$ cat src/rtl/decode_stage.sv
// rtl/decode_stage.sv - MIPS-I decode stage: IF/ID latch, register file, forwarding, hazards, branch resolve, ID/EX latch
module decode_stage #(
    parameter int DW        = 32,
    parameter bit FWD_EN    = 1'b1,
    parameter bit RF_BYPASS = 1'b1
) (
    input  logic          clk,
    input  logic          rst,
    input  logic          i_valid,
    input  logic [31:0]   i_instr,
    input  logic [DW-1:0] i_pc,
    input  logic          i_wb_we,
    input  logic [4:0]    i_wb_addr,
    input  logic [DW-1:0] i_wb_data,
    input  logic          i_e_we,
    input  logic          i_e_load,
    input  logic [4:0]    i_e_addr,
    input  logic [DW-1:0] i_e_data,
    input  logic          i_m_we,
    input  logic          i_m_load,
    input  logic [4:0]    i_m_addr,
    input  logic [DW-1:0] i_m_data,
    output logic          o_stall,
    output logic          o_br_taken,
    output logic [DW-1:0] o_br_target,
    output logic          o_valid,
    output logic          o_we,
    output logic          o_load,
    output logic          o_store,
    output logic [5:0]    o_op,
    output logic [5:0]    o_funct,
    output logic [DW-1:0] o_rd1,
    output logic [DW-1:0] o_rd2,
    output logic [DW-1:0] o_imm,
    output logic [4:0]    o_wra
);

    localparam logic [5:0] OP_RTYPE = 6'h00;
    localparam logic [5:0] OP_J     = 6'h02;
    localparam logic [5:0] OP_JAL   = 6'h03;
    localparam logic [5:0] OP_BEQ   = 6'h04;
    localparam logic [5:0] OP_BNE   = 6'h05;
    localparam logic [5:0] OP_ADDI  = 6'h08;
    localparam logic [5:0] OP_ADDIU = 6'h09;
    localparam logic [5:0] OP_SLTI  = 6'h0A;
    localparam logic [5:0] OP_ANDI  = 6'h0C;
    localparam logic [5:0] OP_ORI   = 6'h0D;
    localparam logic [5:0] OP_XORI  = 6'h0E;
    localparam logic [5:0] OP_LUI   = 6'h0F;
    localparam logic [5:0] OP_LW    = 6'h23;
    localparam logic [5:0] OP_SW    = 6'h2B;

    typedef struct packed {
        logic          valid;
        logic          we;
        logic          load;
        logic          store;
        logic [5:0]    op;
        logic [5:0]    funct;
        logic [DW-1:0] rd1;
        logic [DW-1:0] rd2;
        logic [DW-1:0] imm;
        logic [4:0]    wra;
    } idex_t;

    logic          ifid_valid_q, ifid_valid_d;
    logic [31:0]   ifid_instr_q, ifid_instr_d;
    logic [DW-1:0] ifid_pc_q, ifid_pc_d;
    logic [DW-1:0] rf_q [32];
    idex_t         idex_q, idex_d;

    logic [5:0]    op;
    logic [4:0]    rs, rt, rd;
    logic [15:0]   imm16;
    logic [DW-1:0] pc4, sext_imm, zext_imm;
    logic          use_rs, use_rt, is_br, is_jump;
    logic          dec_we, dec_load, dec_store;
    logic [4:0]    dec_wra;
    logic [DW-1:0] dec_imm;
    logic [DW-1:0] opa, opb;
    logic          e_hit, m_hit, hazard, br_cond;
    logic          stall, br_taken;

    assign op       = ifid_instr_q[31:26];
    assign rs       = ifid_instr_q[25:21];
    assign rt       = ifid_instr_q[20:16];
    assign rd       = ifid_instr_q[15:11];
    assign imm16    = ifid_instr_q[15:0];
    assign pc4      = ifid_pc_q + DW'(4);
    assign sext_imm = {{(DW-16){imm16[15]}}, imm16};
    assign zext_imm = {{(DW-16){1'b0}}, imm16};

    always_comb begin
        use_rs    = 1'b0;
        use_rt    = 1'b0;
        is_br     = 1'b0;
        is_jump   = 1'b0;
        dec_we    = 1'b0;
        dec_load  = 1'b0;
        dec_store = 1'b0;
        dec_wra   = 5'd0;
        dec_imm   = '0;
        case (op)
            OP_RTYPE: begin
                use_rs  = 1'b1;
                use_rt  = 1'b1;
                dec_we  = 1'b1;
                dec_wra = rd;
            end
            OP_ADDI, OP_ADDIU, OP_SLTI: begin
                use_rs  = 1'b1;
                dec_we  = 1'b1;
                dec_wra = rt;
                dec_imm = sext_imm;
            end
            OP_ANDI, OP_ORI, OP_XORI: begin
                use_rs  = 1'b1;
                dec_we  = 1'b1;
                dec_wra = rt;
                dec_imm = zext_imm;
            end
            OP_LUI: begin
                dec_we  = 1'b1;
                dec_wra = rt;
                dec_imm = DW'({imm16, 16'h0000});
            end
            OP_LW: begin
                use_rs   = 1'b1;
                dec_we   = 1'b1;
                dec_load = 1'b1;
                dec_wra  = rt;
                dec_imm  = sext_imm;
            end
            OP_SW: begin
                use_rs    = 1'b1;
                use_rt    = 1'b1;
                dec_store = 1'b1;
                dec_imm   = sext_imm;
            end
            OP_BEQ, OP_BNE: begin
                use_rs = 1'b1;
                use_rt = 1'b1;
                is_br  = 1'b1;
            end
            OP_J: begin
                is_jump = 1'b1;
            end
            OP_JAL: begin
                is_jump = 1'b1;
                dec_we  = 1'b1;
                dec_wra = 5'd31;
                dec_imm = ifid_pc_q + DW'(8);
            end
            default: ;
        endcase
        // A write to r0 is architecturally a no-op, so it never claims a destination
        if (dec_wra == 5'd0) dec_we = 1'b0;
    end

    function automatic logic [DW-1:0] operand(input logic [4:0] a);
        logic [DW-1:0] v;
        v = rf_q[a];
        if (RF_BYPASS && i_wb_we && i_wb_addr == a) v = i_wb_data;
        if (FWD_EN) begin
            if (i_m_we && i_m_addr == a) v = i_m_data;
            if (i_e_we && !i_e_load && i_e_addr == a) v = i_e_data;
        end
        if (a == 5'd0) v = '0;
        return v;
    endfunction

    assign opa = operand(rs);
    assign opb = operand(rt);

    assign e_hit = (i_e_addr != 5'd0) && ((use_rs && i_e_addr == rs) || (use_rt && i_e_addr == rt));
    assign m_hit = (i_m_addr != 5'd0) && ((use_rs && i_m_addr == rs) || (use_rt && i_m_addr == rt));

    // Branches compare in decode, so with forwarding they still wait on any E result and on M loads
    assign hazard = FWD_EN ? ((i_e_we && i_e_load && e_hit) ||
                              (is_br && i_e_we && e_hit) ||
                              (is_br && i_m_we && i_m_load && m_hit))
                           : ((i_e_we && e_hit) || (i_m_we && m_hit));

    assign stall   = ifid_valid_q && hazard;
    assign br_cond = is_jump || (op == OP_BEQ && opa == opb) || (op == OP_BNE && opa != opb);
    assign br_taken = ifid_valid_q && !stall && br_cond;

    assign o_stall     = stall;
    assign o_br_taken  = br_taken;
    assign o_br_target = !br_taken ? '0 :
                         is_jump   ? {pc4[DW-1:28], ifid_instr_q[25:0], 2'b00} :
                                     pc4 + {sext_imm[DW-3:0], 2'b00};

    always_comb begin
        ifid_valid_d = i_valid;
        ifid_instr_d = i_instr;
        ifid_pc_d    = i_pc;
        if (stall) begin
            ifid_valid_d = ifid_valid_q;
            ifid_instr_d = ifid_instr_q;
            ifid_pc_d    = ifid_pc_q;
        end else if (br_taken) begin
            ifid_valid_d = 1'b0;
        end
    end

    always_ff @(posedge clk or negedge rst) begin
        if (!rst) begin
            ifid_valid_q <= 1'b0;
            ifid_instr_q <= '0;
            ifid_pc_q    <= '0;
        end else begin
            ifid_valid_q <= ifid_valid_d;
            ifid_instr_q <= ifid_instr_d;
            ifid_pc_q    <= ifid_pc_d;
        end
    end

    always_ff @(posedge clk or negedge rst) begin
        if (!rst) begin
            for (int i = 0; i < 32; i++) rf_q[i] <= '0;
        end else if (i_wb_we && i_wb_addr != 5'd0) begin
            rf_q[i_wb_addr] <= i_wb_data;
        end
    end

    always_comb begin
        idex_d = '0;
        if (ifid_valid_q && !stall) begin
            idex_d.valid = 1'b1;
            idex_d.we    = dec_we;
            idex_d.load  = dec_load;
            idex_d.store = dec_store;
            idex_d.op    = op;
            idex_d.funct = ifid_instr_q[5:0];
            idex_d.rd1   = opa;
            idex_d.rd2   = opb;
            idex_d.imm   = dec_imm;
            idex_d.wra   = dec_wra;
        end
    end

    always_ff @(posedge clk or negedge rst) begin
        if (!rst) idex_q <= '0;
        else      idex_q <= idex_d;
    end

    assign o_valid = idex_q.valid;
    assign o_we    = idex_q.we;
    assign o_load  = idex_q.load;
    assign o_store = idex_q.store;
    assign o_op    = idex_q.op;
    assign o_funct = idex_q.funct;
    assign o_rd1   = idex_q.rd1;
    assign o_rd2   = idex_q.rd2;
    assign o_imm   = idex_q.imm;
    assign o_wra   = idex_q.wra;

endmodule

$ cat config.mk
export PLATFORM = sky130hd
export DESIGN_NAME = decode_stage
export DESIGN_NICKNAME = d
export VERILOG_FILES = /design/src/rtl/decode_stage.sv
export SDC_FILE = /design/constraint.sdc
export NUM_CORES = 2
export LEC_CHECK = 0
export CAP_MARGIN = 20
export CORE_ASPECT_RATIO = 1.75
export CORE_MARGIN = 10
export CORE_UTILIZATION = 60
export CTS_CLUSTER_DIAMETER = 50
export DETAILED_ROUTE_END_ITERATION = 10
export GPL_TIMING_DRIVEN = 1
export PLACE_DENSITY = 0.8
export SETUP_SLACK_MARGIN = 0.2
export SLEW_MARGIN = 20
export SYNTH_ARGS = -nofsm -noshare
export SYNTH_HDL_FRONTEND = slang
export SYNTH_SLANG_ARGS = --single-unit
$ cat constraint.sdc
create_clock -name clk -period 10.6 [get_ports clk]
set_input_delay 1.06 -clock clk [delete_from_list [all_inputs] [get_ports clk]]
set_output_delay 1.06 -clock clk [all_outputs]
set_load 0.005 [all_outputs]
Word-level counts from Yosys, hierarchy flattened
Index checks and enable logic that the tools add are counted.

Register bits: 1206. Word-level logic and storage cells: 157. Output and inout bits: 151.

Mux-type cells: 31. Equality and inequality tests: 21. Magnitude comparators: 4. Bitwise operators: 3. Reduce and logical (&&, ||, !) cells: 50. Add/subtract/negate cells: 3.

Operators by type and width (count): $bwmux W1024 (1); $mux W32 (15); $bmux W32 S5 (2); $demux W32 S5 (1); $pmux W32 S4 (1); $mux W117 (1); $eq A6 B4 Y1 const B (7); $add A32 B3 Y32 const B (1); $add A32 B32 Y32 (1); $add A32 B4 Y32 const B (1); $eq A32 B32 Y1 (1); $ne A32 B32 Y1 (1); $eq A5 B5 Y1 (6); $logic_and A1 B1 Y1 (27); $ge A6 B6 Y1 const B (3); $not A5 Y6 (3); $logic_not A5 Y1 (3); $pmux W5 S3 (1); $reduce_bool A5 Y1 (3); $eq A6 B2 Y1 const B (2); $eq A6 B3 Y1 const B (2); $eq A6 B6 Y1 const B (2); $reduce_or A11 Y1 (1); $reduce_or A10 Y1 (1); 10 further kinds (25).

Logic depth before layout (Yosys ltp)
Depth after elaboration: 14. Depth in mapped cells: 21.

Worst setup path before layout
OpenSTA, ideal clock, no wires.

Path type: input to output. Start point: input port i_wb_addr[3]. End point: output port o_br_target[31]. Stages: 16. Arrival: 4.466 ns. Buffers on the path: 5. Slack: 5.074 ns. Cell sequence: clkbuf_1 xor2_1 nor4_4 and2_1 buf_2 buf_2 buf_2 a211oi_1 or3_1 xnor2_1 o2111ai_1 nor4_2 a31oi_1 nor3_2 buf_6 and4b_1.

Word-level cells in the longest chain between the ends: 12. Elaborated cells between the ends (all ways): 20.

RTL lines: start, declared (line 13) `input logic [4:0] i_wb_addr,`; $eq A5 B5 Y1 (line 163) `if (RF_BYPASS && i_wb_we && i_wb_addr == a) v = i_wb_data;`; $logic_and A1 B1 Y1 (line 163); $mux W32 (line 163); $mux W32 (line 165) `if (i_m_we && i_m_addr == a) v = i_m_data;`; $mux W32 (line 166) `if (i_e_we && !i_e_load && i_e_addr == a) v = i_e_data;`; $mux W32 (line 168) `if (a == 5'd0) v = '0;`; $eq A32 B32 Y1 (line 185) `assign br_cond = is_jump || (op == OP_BEQ && opa == opb) || (op == OP_BNE && opa != opb);`; $logic_and A1 B1 Y1 (line 185); $logic_or A1 B1 Y1 (line 185); $logic_or A1 B1 Y1 * (line 185); $logic_and A1 B1 Y1 * (line 186) `assign br_taken = ifid_valid_q && !stall && br_cond;`; $mux W32 * (line 190) `assign o_br_target = !br_taken ? '0 :`; end, declared (line 25) `output logic [DW-1:0] o_br_target,`.

Every way passes the cells marked *; elsewhere a longest branch is shown, timed or not.

Worst setup path after layout
Start point: register ifid_instr_q[23]. End point: output port o_br_target[25].

Word-level cells in the longest chain between the ends: 14. Elaborated cells between the ends (all ways): 38.

RTL lines: start, declared (line 67) `logic [31:0] ifid_instr_q, ifid_instr_d;`; start signal, assigned (line 214) `ifid_instr_q <= ifid_instr_d;`; $not A5 Y6 (implied by the code) (line 162) `v = rf_q[a];`; $bmux W32 S5 (line 162); $mux W32 (implied by the code) (2 in a row) (line 162); $mux W32 (line 163); $mux W32 (line 165); $mux W32 (line 166); $mux W32 (line 168); $eq A32 B32 Y1 (line 185); $logic_and A1 B1 Y1 (line 185); $logic_or A1 B1 Y1 (2 in a row) (line 185); $logic_and A1 B1 Y1 (line 186); $mux W32 * (line 190).

Every way passes the cells marked *; elsewhere a longest branch is shown, timed or not. The select of a mux whose other input is x is not followed.

==> results.py <==
metrics = {
    "routing": {
        "dr.pass1.iters": 8,
        "ant_nets": 0,
        "routed_via_density": 7.49,
        "vias": 50300,
        "totalWireLength_um": 261000,
        "wl_per_cell_um": 38.9,
        "dr.first_iter.drc_count": 6434,
        "drc": 0,
    },
    "global_route": {
        "grt_pass1_vias": 51600,
        "grt_use_total_pct": 41.2,
        "gr-total-overflow": 0,
        "grt_pass1_wl_um": 371000,
        "antenna_found_initial": 26,
        "grt_max_degree": 170,
    },
    "timing": {
        "slew_headroom_pct": 9.69,
        "setup_ws_ns": 1.73,
        "setup_violations": 0,
        "post-route-min-period_ns": 8.87,
        "report.final.slew_viol_count": 0,
        "rsz0062_at_grt": "false",
        "worstMarginPinSlew_ns": 1.34,
        "tns_ns": 0,
        "fmaxAchievable_mhz": 113,
        "hold_slack_ns": 0.297,
        "hold_viol": 0,
        "period_share_pct": 83.7,
        "fin_skew_ns": 0.0404,
    },
    "setup_path": {
        "critPathArrivalTime_ns": 7.81,
        "critPathKind": "flop to output pin",
        "path_max_fanout": 28,
        "r2r_cells": 13,
        "r2r-start": "ifid_instr_q[23]",
        "reg2reg_slack_ns": 4.60,
        "reg2reg_to": "ifid_valid_q",
        "required_ns": 9.54,
        "start_kind": "flop",
        "endpoint_kind": "output pin",
    },
    "cts": {
        "cts_made_buffers": 112,
        "cts_tree": "done",
        "insertion_delay_ns": 0.77,
        "post_cts_resized": 0,
        "cts_root_buffer": "clkbuf_16",
        "hold_buffers": 0,
        "post_cts_buffers": 0,
        "path_clk_slew_ns": 0.07,
        "cts.path.max_buffers": 3,
        "tritoncts_num_sinks": 1206,
        "htree_levels": 3,
    },
    "synth": {
        "seq_area_frac_synth_pct": 45.3,
        "synth_edf_count": 0,
        "ys_top_cells_by_area": "dfrtp_1 45%, mux2_2 18%, mux4_2 14%",
        "ys_ff_latch": 1206,
        "ys.flop_type": "dfrtp_1",
        "ys_warn_count": 0,
        "syn_inst": 5060,
        "yosysTopAreaCell": "dfrtp_1",
        "yosysUniqueCellTypes": 86,
        "netlist_area_mm2": 0.0667,
        "yosysTopAreaCellShare_pct": 45.3,
        "synth_area_per_cell_um2": 13.2,
        "synthArstFlopShare_pct": 100,
        "synth_nets": 5275,
    },
    "die": {
        "die_x_um": 272,
        "ioPinCount": 334,
        "rows": 161,
        "die-area_mm2": 0.125,
        "initial_utilization_pct": 60.5,
        "core_area_mm2": 0.110,
        "die_h_um": 461,
    },
    "placement": {
        "io_buffers": 333,
        "placed_area_mm2": 0.0710,
        "dp_slack_ns": 2.25,
        "place_congestion": 1.07,
        "dpl.hpwl_um": 173000,
    },
    "power": {
        "ir_drop_mv": 0.143,
        "leakage_nw": 32.1,
        "powerDensity_mw_per_mm2": 176,
    },
    "hold_path": {
        "hold_path_class": "input pin to asynchronous set/reset pin",
    },
    "run": {
        "drv_cap": 0,
    },
    "cells_and_area": {
        "fin_nets": 5362,
        "drive_above_1_share_pct": 36.6,
        "final_cell_area_mm2": 0.0748,
        "syn2layout_area_growth_pct": 12.2,
    },
    "outcome": {
        "status": "completed",
    },
}
## where the power goes
| group | internal, W | total, W | switching, W | leakage [nW] |
|---|---|---|---|---|
| Clock | 0.00230 | 0.00420 | 0.00190 | 1.83 |
| Combinational | 0.00157 | 0.00296 | 0.00140 | 14.8 |
| Sequential | 0.00539 | 0.00602 | 0.000629 | 15.5 |
| Total | 0.00926 | 0.0132 | 0.00392 | 32.1 |
## through the flow
stage	instances	util, %	power [W]
after global routing	6707	67.9	0.0136
after global placement	6497	64.4	0.00878
after detailed placement	6497	64.4	0.00894
after floorplan	5060	-	0.00784
after CTS	6700	67.9	0.0131
final	6716	67.9	0.0132
## cell type report
cell class | count | area, um2
fill | 7841 | 35300
multi-input combinational | 3284 | 34100
sequential | 1206 | 30200
timing repair buffer | 504 | 4800
clock buffer | 158 | 3260
tap | 1467 | 1840
clock inverter | 45 | 513
inverter | 39 | 146
antenna | 13 | 32.5
## worst max-delay path: stages, from the launching register on
cell and delay, ns:
dfrtp_4 0.82, buf_4 0.60, xor2_1 0.22, or3_1 0.37, or2_1 0.90, nand2_1 0.52
o31ai_1 0.67, xor2_1 0.15, o31ai_1 0.23, a32oi_1 0.22, and4bb_1 0.40, a31oi_1 0.18
nor3_4 0.69, buf_4 0.36, a2111oi_4 0.08, clkdlybuf4s50_1 0.51
## sequential cells by signal, summed over array words and instances, names as in the netlist
name	count
rf_q	1024
ifid_instr_q	32
ifid_pc_q	32
o_imm	32
o_rd1	32
o_rd2	32
o_funct	6
o_op	6
o_wra	5
ifid_valid_q	1
o_load	1
o_store	1
o_valid	1
o_we	1
## cells in the final DEF (no fill, tap or decap), drive strengths merged, types with 10 or more instances in the layout
cell / count
a2111oi: 20
a211o: 15
a211oi: 47
a21o: 16
a21oi: 110
a221oi: 62
a22o: 31
a22oi: 93
a31oi: 14
and2: 18
and3: 72
buf: 173
clkbuf: 159
clkdlybuf4s50: 330
clkinv: 22
clkinvlp: 10
dfrtp: 1206
diode: 13
ha: 31
inv: 46
mux2: 1061
mux2i: 241
mux4: 408
nand2: 146
nand2b: 16
nand3: 74
nand4: 20
nor2: 183
nor2b: 13
nor3: 91
nor4: 12
o211ai: 22
o21ai: 79
o221ai: 64
o22ai: 45
o31ai: 15
or3: 17
xnor2: 76
xor2: 55
## routing by layer
layer / up-vias / track usage (%) / share of wire (%)
li1: 19500 / - / -
met1: 25900 / 45.6 / 33
met2: 3678 / 63.7 / 46
met3: 1238 / 13.1 / 11
met4: 24 / 36.4 / 10
met5: - / 0.387 / 0.084
## synth_stat cells (59+ instances only)
cell / instances
xnor2_1: 76
nor2_1: 183
a221oi_1: 59
o21ai_0: 76
a22oi_1: 92
dfrtp_1: 1206
o221ai_1: 64
a21oi_1: 110
nor3_1: 90
nand3_1: 74
mux2i_1: 241
mux2_2: 1061
nand2_1: 146
mux4_2: 408
buf_2: 74
and3_1: 72
clkbuf_1: 367
## logic make-up (layout without fill, tap and decap cells)
kind of cell / after synthesis / in the layout / synth area share, %
adders and majority gates: 32 / 32 / 0.612
DFF: 1206 / 1206 / 45.3
muxes: 1710 / 1710 / 35.3
other: 0 / 13 / 0
AOI/OAI and AO/OA: 715 / 715 / 7.92
and+or+nand+nor: 696 / 696 / 5.12
xor gates and xnor gates: 131 / 131 / 1.72
buffers and inverters: 570 / 746 / 4.07
## worst max-delay path by stage
| stage | cells after the start | from | end | slack (ns) |
|---|---|---|---|---|
| floorplan | 16 | i_wb_addr[3] | o_br_target[31] | 5.07 |
| global placement | 15 | i_e_load | o_br_target[25] | 2.44 |
| detailed placement | 15 | i_e_load | o_br_target[21] | 2.25 |
| CTS | 15 | ifid_instr_q[23] | o_br_target[25] | 2.04 |
| global route | 15 | ifid_instr_q[23] | o_br_target[21] | 1.69 |
| finish | 15 | ifid_instr_q[23] | o_br_target[25] | 1.73 |
No activity file was read; power rests on OpenSTA's default activity.
